## src/rtl/pic_pkg.sv

```systemverilog
// Shared constants and types for the pic_core_n interrupt controller.
package pic_pkg;

    // Register addresses
    localparam logic [2:0] AddrCtrl   = 3'd0;
    localparam logic [2:0] AddrImr    = 3'd1;
    localparam logic [2:0] AddrVbase  = 3'd2;
    localparam logic [2:0] AddrEoi    = 3'd3;  // write: EOI command, read: IRR
    localparam logic [2:0] AddrIsr    = 3'd4;
    localparam logic [2:0] AddrStatus = 3'd5;

    // CTRL bit positions
    localparam int unsigned CtrlLtim   = 0;
    localparam int unsigned CtrlAeoi   = 1;
    localparam int unsigned CtrlRotate = 2;
    localparam int unsigned CtrlEnable = 3;
    localparam int unsigned CtrlW      = 4;

    // EOI command and STATUS field positions
    localparam int unsigned EoiSpecificBit = 8;
    localparam int unsigned StatusIntBit   = 8;

    typedef enum logic [1:0] {
        StIdle,
        StPend,
        StAck1,
        StAck2
    } pic_state_e;

endpackage

```

## src/rtl/pic_prio_resolver.sv

```systemverilog
// Rotating-priority resolver: finds the highest-priority candidate and the
// highest-priority in-service level, with prio_base_i as the top level.
module pic_prio_resolver #(
    parameter int unsigned NUM_IRQ = 8,
    parameter int unsigned IDX_W   = $clog2(NUM_IRQ)
) (
    input  logic [NUM_IRQ-1:0] cand_i,
    input  logic [NUM_IRQ-1:0] isr_i,
    input  logic [IDX_W-1:0]   prio_base_i,
    output logic               winner_valid_o,
    output logic [IDX_W-1:0]   winner_idx_o,
    output logic               isr_valid_o,
    output logic [IDX_W-1:0]   isr_top_idx_o
);

    localparam int unsigned SW = IDX_W + 1;

    logic [SW-1:0]    sum;
    logic [IDX_W-1:0] idx;
    logic             cand_found;
    logic             isr_found;
    int               cand_off;
    int               isr_off;

    // Walk priority offsets from lowest to highest so the last hit is the top one
    always_comb begin
        cand_found    = 1'b0;
        isr_found     = 1'b0;
        cand_off      = 0;
        isr_off       = 0;
        sum           = '0;
        idx           = '0;
        winner_idx_o  = '0;
        isr_top_idx_o = '0;
        for (int k = int'(NUM_IRQ) - 1; k >= 0; k--) begin
            sum = {1'b0, prio_base_i} + SW'(k);
            if (sum >= SW'(NUM_IRQ)) begin
                sum = sum - SW'(NUM_IRQ);
            end
            idx = sum[IDX_W-1:0];
            if (cand_i[idx]) begin
                cand_found   = 1'b1;
                cand_off     = k;
                winner_idx_o = idx;
            end
            if (isr_i[idx]) begin
                isr_found     = 1'b1;
                isr_off       = k;
                isr_top_idx_o = idx;
            end
        end
        // Fully nested: an in-service level blocks itself and everything below it
        winner_valid_o = cand_found && (!isr_found || (cand_off < isr_off));
        isr_valid_o    = isr_found;
    end

endmodule

```

## src/rtl/pic_core_n.sv

```systemverilog
// 8259A-style programmable interrupt controller with rotating priority,
// edge/level requests, AEOI and a two-pulse INTA vector handshake.
module pic_core_n
    import pic_pkg::*;
#(
    parameter int unsigned NUM_IRQ     = 8,
    parameter int unsigned IDX_W       = $clog2(NUM_IRQ),
    parameter int unsigned SYNC_STAGES = 2
) (
    input  logic               clk,
    input  logic               rst_n,
    input  logic [NUM_IRQ-1:0] irq,
    input  logic               cs,
    input  logic               wr,
    input  logic               rd,
    input  logic [2:0]         addr,
    input  logic [31:0]        wdata,
    output logic [31:0]        rdata,
    input  logic               inta,
    output logic               int_o,
    output logic [7:0]         vec_o,
    output logic               vec_valid
);

    localparam logic [NUM_IRQ-1:0] OneHot0 = NUM_IRQ'(1);
    localparam logic [IDX_W-1:0]   LastIdx = IDX_W'(NUM_IRQ - 1);

    function automatic logic [IDX_W-1:0] next_idx(input logic [IDX_W-1:0] i);
        return (i == LastIdx) ? '0 : i + IDX_W'(1);
    endfunction

    logic [NUM_IRQ-1:0] sync_q [SYNC_STAGES];
    logic [NUM_IRQ-1:0] irq_prev_q;
    logic               inta_q;
    logic [CtrlW-1:0]   ctrl_q;
    logic [NUM_IRQ-1:0] imr_q;
    logic [7:0]         vbase_q;
    logic [NUM_IRQ-1:0] irr_q, irr_d;
    logic [NUM_IRQ-1:0] isr_q, isr_d;
    logic [IDX_W-1:0]   prio_base_q, prio_base_d;
    pic_state_e         state_q;
    logic               int_q;
    logic [7:0]         vec_q;
    logic               vec_valid_q;
    logic [IDX_W-1:0]   gnt_idx_q;
    logic               spurious_q;

    logic [NUM_IRQ-1:0] irq_s;
    logic               reg_wr;
    logic               inta_rise;
    logic               winner_valid;
    logic [IDX_W-1:0]   winner_idx;
    logic               isr_valid;
    logic [IDX_W-1:0]   isr_top_idx;
    logic               ack1_grant;
    logic               ack2_aeoi;
    logic               eoi_wr;
    logic [IDX_W-1:0]   eoi_idx;
    logic               eoi_hit;
    logic [NUM_IRQ-1:0] eoi_clr;
    logic [NUM_IRQ-1:0] unused_wdata;

    assign unused_wdata = NUM_IRQ'(^wdata);

    assign irq_s     = sync_q[SYNC_STAGES-1];
    assign reg_wr    = cs && wr;
    assign inta_rise = inta && !inta_q;

    pic_prio_resolver #(
        .NUM_IRQ (NUM_IRQ),
        .IDX_W   (IDX_W)
    ) u_resolver (
        .cand_i         (irr_q & ~imr_q),
        .isr_i          (isr_q),
        .prio_base_i    (prio_base_q),
        .winner_valid_o (winner_valid),
        .winner_idx_o   (winner_idx),
        .isr_valid_o    (isr_valid),
        .isr_top_idx_o  (isr_top_idx)
    );

    // Input synchronisers plus delayed copies for edge detection
    always_ff @(posedge clk or negedge rst_n) begin
        if (!rst_n) begin
            for (int s = 0; s < int'(SYNC_STAGES); s++) begin
                sync_q[s] <= '0;
            end
            irq_prev_q <= '0;
            inta_q     <= 1'b0;
        end else begin
            sync_q[0] <= irq;
            for (int s = 1; s < int'(SYNC_STAGES); s++) begin
                sync_q[s] <= sync_q[s-1];
            end
            irq_prev_q <= irq_s;
            inta_q     <= inta;
        end
    end

    // Programming registers
    always_ff @(posedge clk or negedge rst_n) begin
        if (!rst_n) begin
            ctrl_q  <= '0;
            imr_q   <= '1;
            vbase_q <= '0;
        end else if (reg_wr) begin
            if (addr == AddrCtrl)  ctrl_q  <= wdata[CtrlW-1:0];
            if (addr == AddrImr)   imr_q   <= wdata[NUM_IRQ-1:0];
            if (addr == AddrVbase) vbase_q <= wdata[7:0];
        end
    end

    // Next-state for IRR, ISR and the rotating priority base
    always_comb begin
        ack1_grant = (state_q == StPend) && ctrl_q[CtrlEnable] && inta_rise && winner_valid;
        ack2_aeoi  = (state_q == StAck2) && ctrl_q[CtrlAeoi] && !spurious_q;

        eoi_wr  = reg_wr && (addr == AddrEoi);
        eoi_idx = wdata[EoiSpecificBit] ? wdata[IDX_W-1:0] : isr_top_idx;
        if (wdata[EoiSpecificBit]) begin
            eoi_hit = (32'(wdata[IDX_W-1:0]) < NUM_IRQ) && isr_q[wdata[IDX_W-1:0]];
        end else begin
            eoi_hit = isr_valid;
        end
        eoi_clr = (eoi_wr && eoi_hit) ? (OneHot0 << eoi_idx) : '0;

        // Set after clear so a same-cycle ACK1 set beats an EOI clear
        isr_d = isr_q & ~eoi_clr;
        if (ack2_aeoi) isr_d = isr_d & ~(OneHot0 << gnt_idx_q);
        if (ack1_grant) isr_d = isr_d | (OneHot0 << winner_idx);

        if (ctrl_q[CtrlLtim]) begin
            irr_d = irq_s;
        end else begin
            irr_d = irr_q;
            if (ack1_grant) irr_d = irr_d & ~(OneHot0 << winner_idx);
            irr_d = irr_d | (irq_s & ~irq_prev_q);
        end

        prio_base_d = prio_base_q;
        if (ctrl_q[CtrlRotate]) begin
            if (ack2_aeoi) begin
                prio_base_d = next_idx(gnt_idx_q);
            end else if (eoi_wr && eoi_hit) begin
                prio_base_d = next_idx(eoi_idx);
            end
        end
    end

    // Request/service state
    always_ff @(posedge clk or negedge rst_n) begin
        if (!rst_n) begin
            irr_q       <= '0;
            isr_q       <= '0;
            prio_base_q <= '0;
        end else begin
            irr_q       <= irr_d;
            isr_q       <= isr_d;
            prio_base_q <= prio_base_d;
        end
    end

    // INTA handshake FSM with registered int/vector outputs
    always_ff @(posedge clk or negedge rst_n) begin
        if (!rst_n) begin
            state_q     <= StIdle;
            int_q       <= 1'b0;
            vec_q       <= '0;
            vec_valid_q <= 1'b0;
            gnt_idx_q   <= '0;
            spurious_q  <= 1'b0;
        end else begin
            vec_valid_q <= 1'b0;
            case (state_q)
                StIdle: begin
                    if (ctrl_q[CtrlEnable] && winner_valid) begin
                        state_q <= StPend;
                        int_q   <= 1'b1;
                    end
                end
                StPend: begin
                    if (!ctrl_q[CtrlEnable]) begin
                        state_q <= StIdle;
                        int_q   <= 1'b0;
                    end else if (inta_rise) begin
                        state_q <= StAck1;
                        int_q   <= 1'b0;
                        // Request withdrawn since int_o rose: hand out the spurious level
                        if (winner_valid) begin
                            gnt_idx_q  <= winner_idx;
                            spurious_q <= 1'b0;
                        end else begin
                            gnt_idx_q  <= LastIdx;
                            spurious_q <= 1'b1;
                        end
                    end
                end
                StAck1: begin
                    if (inta_rise) begin
                        state_q     <= StAck2;
                        vec_q       <= vbase_q + 8'(gnt_idx_q);
                        vec_valid_q <= 1'b1;
                    end
                end
                StAck2: begin
                    state_q <= StIdle;
                end
                default: begin
                    state_q <= StIdle;
                end
            endcase
        end
    end

    // Register read mux
    always_comb begin
        rdata = '0;
        if (cs && rd) begin
            case (addr)
                AddrCtrl:   rdata[CtrlW-1:0]   = ctrl_q;
                AddrImr:    rdata[NUM_IRQ-1:0] = imr_q;
                AddrVbase:  rdata[7:0]         = vbase_q;
                AddrEoi:    rdata[NUM_IRQ-1:0] = irr_q;
                AddrIsr:    rdata[NUM_IRQ-1:0] = isr_q;
                AddrStatus: begin
                    rdata[IDX_W-1:0]    = prio_base_q;
                    rdata[StatusIntBit] = int_q;
                end
                default:    rdata = '0;
            endcase
        end
    end

    assign int_o     = int_q;
    assign vec_o     = vec_q;
    assign vec_valid = vec_valid_q;

endmodule

```

## config.mk

```make
export PLATFORM = sky130hd
export DESIGN_NAME = pic_core_n
export DESIGN_NICKNAME = d
export VERILOG_FILES = /design/src/rtl/pic_pkg.sv /design/src/rtl/pic_prio_resolver.sv /design/src/rtl/pic_core_n.sv
export SDC_FILE = /design/constraint.sdc
export NUM_CORES = 1
export LEC_CHECK = 0
export ABC_CLOCK_PERIOD_IN_PS = 5050
export CORE_MARGIN = 2
export CORE_UTILIZATION = 50
export DETAILED_ROUTE_END_ITERATION = 8
export GPL_ROUTABILITY_DRIVEN = 0
export PLACE_DENSITY_LB_ADDON = 0.05
export SYNTH_ARGS = -nofsm -noshare
export SYNTH_HDL_FRONTEND = slang
export SYNTH_SLANG_ARGS = --single-unit
```

## constraint.sdc

```tcl
create_clock -name clk -period 5.05 [get_ports clk]
set_input_delay 1.01 -clock clk [delete_from_list [all_inputs] [get_ports clk]]
set_output_delay 1.01 -clock clk [all_outputs]
set_load 0.05 [all_outputs]
```

Yosys cells after proc, flatten, opt, wreduce, memory -nomap -nowiden --
Index checks and enable logic that the tools add are counted.
Storage, ports and cells: logic and storage cells 228, input port bits 49, output and inout bits 42, bits in registers 80
Operators by class: $add $sub $neg 18, bitwise operators 12, equality and inequality tests 13, reduce and logical (&&, ||, !) cells 28, shifts and indexed selects 3, $lt $le $gt $ge 18, mux-type cells 120
Operators by type and width (count):
- 2-to-1 mux 3 bit | 46
- binary-select mux 1 bit (select 3 bit) | 17
- 2-to-1 mux 8 bit | 6
- 2-to-1 mux 1 bit | 41
- bitwise AND 8 bit | 5
- inverter 8 bit | 5
- < comparator 3 x 4 -> 1 bit (second input constant) | 9
- >= comparator 4 bit (second input constant) | 7
- left shift 1 x 3 -> 8 bit (first input constant) | 3
- subtractor 3 x 1 -> 3 bit (second input constant) | 8
- one-hot mux 3 bit (6 select lines) | 1
- adder 3 x 3 -> 4 bit (second input constant) | 4
- OR 8 bit | 2
- one-hot mux 4 bit (4 select lines) | 1
- == test 3 bit (second input constant) | 4
- logical AND 1 bit | 12
- AND reduction 2 bit | 5
- 2-to-1 mux 9 bit | 1
- AND reduction 3 bit | 3
- adder 3 x 2 -> 4 bit (second input constant) | 2
- adder 8 x 3 -> 8 bit | 1
- 2-to-1 mux 2 bit | 4
- one-hot mux 2 bit (4 select lines) | 1
- adder 3 x 1 -> 3 bit (second input constant) | 2
- other kinds (16) | 22

Depth between registers and ports, before layout --
depth in word-level cells 22, depth in mapped cells 18

Cells and area by module --
A second synthesis with hierarchy kept.
Second synthesis, totals: cells, all modules 581, area total of the unflattened synthesis 5952.0 um^2
By module, submodules not included:
- pic_core_n | sequential area each 2011.9 um^2, area an instance 4055.1 um^2, instances 1, cells an instance 388
- pic_prio_resolver | sequential area each 0.0 um^2, area an instance 1896.8 um^2, instances 1, cells an instance 193

Least setup slack after synthesis --
No wires, ideal clock.
path kind input-to-output, start point input port addr[0], end point output port rdata[8], data arrival time 3.080 ns, setup slack 0.960 ns, path buffers 2, cell stages on the path 4, data required time 4.040 ns, cell sequence clkbuf_1 -> buf_1 -> nand2_1 -> nor4_1
On the way: longest elaborated chain between the ends 3
RTL lines:
- start, declared | line pic_core_n.sv:16 | input logic [2:0] addr,
- == test 3 bit | line pic_core_n.sv:219 | case (addr)
- 2-to-1 mux 1 bit | line pic_core_n.sv:219
- 2-to-1 mux 9 bit | line pic_core_n.sv:218 | if (cs && rd) begin
- end, declared | line pic_core_n.sv:18 | output logic [31:0] rdata,
No other way between the ends.

Final worst setup path --
start point input port addr[1], end point output port rdata[7]
On the way: longest elaborated chain between the ends 3
RTL lines (line):
- == test 3 bit (tied with other cells) | pic_core_n.sv:219
- one-hot mux 4 bit (4 select lines) * | pic_core_n.sv:219
- 2-to-1 mux 9 bit * | pic_core_n.sv:218
Mark *: on every way between the ends. The rest lies on a longest branch, timed or not.

==> run metrics <==
status=finished clean; Worst Reg-to-Reg Cells=14; port bufs=44; first-pass GRT wire length=~26 mm; drt drc=0; top cell type's share of synthesized area=29.2%; hold crit path type=register to register; GR Util met2=between 40% and 50%; crit-path max FO=10; largest net degree at the start of global routing=between 80 and 90; Critical Path RT=approximately 4 ns; Worst Setup Start Kind=input port; asr flop ratio synth=between 90% and 100%; R2R Setup Slk=a little over 0.6 ns; Distinct cells, synth=72; Die ar.=0.0132 mm²; VDD IR max=between 0.3 and 0.4 mV; biggest area consumer among synthesized cells=dfrtp_1; RSZ-0062 raised after global routing=no; Setup Buffers After CTS=0; Clock Latency Late Sink=between 0.3 and 0.4 ns; min Tclk post-route=between 4 and 5 ns; RR Endpoint=irr_q[2]; Avg Cell Area, Syn=a little over 10 µm²; Ant. Diodes=0; period utilization=approximately 90%; register area share after synthesis=roughly a third; Critical Path Source=addr[1]; row count=40; Vias per Instance=about 6.4; post_cts resized=0; antenna-violating nets left=0; number of global-route vias before repair=between 4000 and 5000; pwr/cell area=between 700 and 800 mW/mm²; relative slew slack=about a third; max cap viols=0; Die X=roughly 120 µm; Main synth FF type=dfrtp_1; gr ovfl total=0; H-tree depth=3; Critical Path End=rdata[7]; io pins=about 90; fin nets=~700; All-Layer GR Usage=25.4%; CP Class=input port to primary output; Synth Warn #=0; slowest CP cell=clkdlybuf4s50_1; Post-synth EDFFs=0; Initial Utilization=between 50% and 60%; final setup fails=0; drt total wl=16.2 mm; TritonCTS clock tree=done; final hold vios=0; initial antenna violation count=0; met3 usage=just under 5%; area grow syn2layout=12.7%; R2R Path Start=prio_base_q[1]; fin. max-slew vios=0; height of the chip=115 µm; CTS buffer count=9; FF+latch count, synth=80; GR Layer Usage met1=about 34%; clock tree buffer depth=2; core box area=approximately 0.012 mm²; hpwl dp=~12 mm; Hold Buf Count CTS=0; share of post-route cells with drive strength above 1=approximately a fifth; Clock Tree Root=clkbuf_16; critical path, cell by cell=clkdlybuf4s50_1 -> inv_1 -> nor2_1 -> a22oi_1 -> o22a_1 -> nor2_1 -> clkdlybuf4s50_1; layer carrying the most global-route usage=met2; max incr delay on CP=between 0.8 and 0.9 ns; setup TNS=0 ns; WL/cell=around 20 µm; Gate Count Post-Synth=604; CTS Sinks=80; Starting DRT DRC Count=just under 700; leakage=between 2 and 3 nW; fmax=between 200 and 250 MHz; Slew @ Worst Pin=approximately 0.99 ns; main area contributors after synthesis=dfrtp_1 (29%), mux4_2 (13%), mux2_2 (7.1%); Mapped Area=roughly 0.006 mm²; final hold slack=0.346 ns; clk slew on worst S/H paths=0.06 ns; Final Skew=~0.0039 ns; crit path DAT=3.47 ns; drt pass-1 iters=5; Via Count=5038; CP Capture Type=primary output
[worst max-delay path, delay by kind of cell]
kind | cells | cell delay (ns)
compound gates | 2 | 0.36
buf+inv | 3 | 1.66
simple gates | 2 | 0.42
[worst min-delay path by stage]
stage                     to  startpoint  cells past startpoint
CTS                 irq_s[4]  sync_q[12]                      0
global route        irq_s[4]  sync_q[12]                      0
global placement    irq_s[6]  sync_q[14]                      0
floorplan           irq_s[0]   sync_q[8]                      0
finish              irq_s[2]  sync_q[10]                      0
detailed placement  irq_s[2]  sync_q[10]                      0
[sequential cells by signal, indices dropped and copies added (netlist names), named ones only]
name         cells
irq_prev_q       8
sync_q           8
int_o            1
vec_o            8
state_q          1
irr_q            8
inta_q           1
vec_valid        1
prio_base_q      3
imr_q            8
irq_s            8
gnt_idx_q        3
vbase_q          8
spurious_q       1
ctrl_q           4
isr_q            8
[kinds of logic (layout without fill, tap and decap cells)]
logic type / Yosys count / count (layout) / synth area share [%]
compound gates: 141 / 141 / 16.5
buf+inv: 87 / 98 / 7.47
simple gates: 163 / 163 / 13.1
flops: 80 / 80 / 32.6
other cells: 1 / 23 / 0.0608
fa+ha+maj: 20 / 20 / 4.18
mux: 99 / 99 / 24.2
xor+xnor: 13 / 13 / 1.85
[synthesized netlist by cell type (all sizes together) (4+ instances only)]
cell type,count
dfrtp,72
nand2,48
buf,39
mux2,39
nor2,37
mux4,36
o21ai,33
inv,26
mux2i,24
a21oi,23
clkbuf,21
ha,19
nand3,18
a22oi,14
nor2b,14
nand2b,13
dfstp,8
xor2,8
a32o,7
and3,7
a211oi,6
nor3,6
a21boi,5
o211ai,5
o22a,5
xnor2,5
a22o,4
a31oi,4
and2,4
[through the flow]
step	total power [mW]	cell area (µm²)	util, %	std cells	setup slack, ns
floorplan	3.46	6250	-	626	0.960
global placement	4.16	6600	54.9	768	0.606
detailed placement	4.23	6600	54.9	768	0.601
CTS	5.01	6950	57.9	784	0.592
global route	5.39	6950	57.9	784	0.337
finish	5.06	6950	57.9	784	0.574
[cells in the final DEF (no fill, tap or decap), drive strengths merged, types with 4 or more instances in the layout]
| master | instances |
|---|---|
| and3 | 7 |
| mux4 | 36 |
| a21oi | 23 |
| a211oi | 6 |
| conb | 23 |
| clkdlybuf4s50 | 43 |
| inv | 27 |
| a31oi | 4 |
| a22o | 4 |
| nor2b | 14 |
| a22oi | 14 |
| nand2 | 48 |
| xor2 | 8 |
| mux2 | 39 |
| o22a | 5 |
| dfrtp | 72 |
| nand3 | 18 |
| nor2 | 37 |
| nand2b | 13 |
| o21ai | 33 |
| a32o | 7 |
| buf | 12 |
| and2 | 4 |
| dfstp | 8 |
| o211ai | 5 |
| a21boi | 5 |
| clkbuf | 12 |
| mux2i | 24 |
| ha | 19 |
| xnor2 | 5 |
| nor3 | 6 |
[power breakdown]
| part | internal [mW] | switching (mW) | leakage [nW] |
|---|---|---|---|
| logic | 1.34 | 1.89 | 1.82 |
| registers | 0.801 | 0.265 | 0.939 |
| clock network | 0.512 | 0.250 | 0.173 |
[layout make-up]
class                      count  area, µm²
clock buffer                  12        256
clock inverter                 4       98.8
fill                        1070       5060
inverter                      27        101
multi-input combinational    459       3780
sequential                    80       2010
tap                          147        184
timing repair buffer          55        520
[routing by layer]
| layer | vias to the layer above | part of all wire, % |
|---|---|---|
| met2 | 220 | 48 |
| met3 | 43 | 6.6 |
| met4 | 0 | 3.3 |
| met5 | - | 0 |
| met1 | 2514 | 42 |
| li1 | 2261 | - |
No activity file was read; power rests on OpenSTA's default activity.
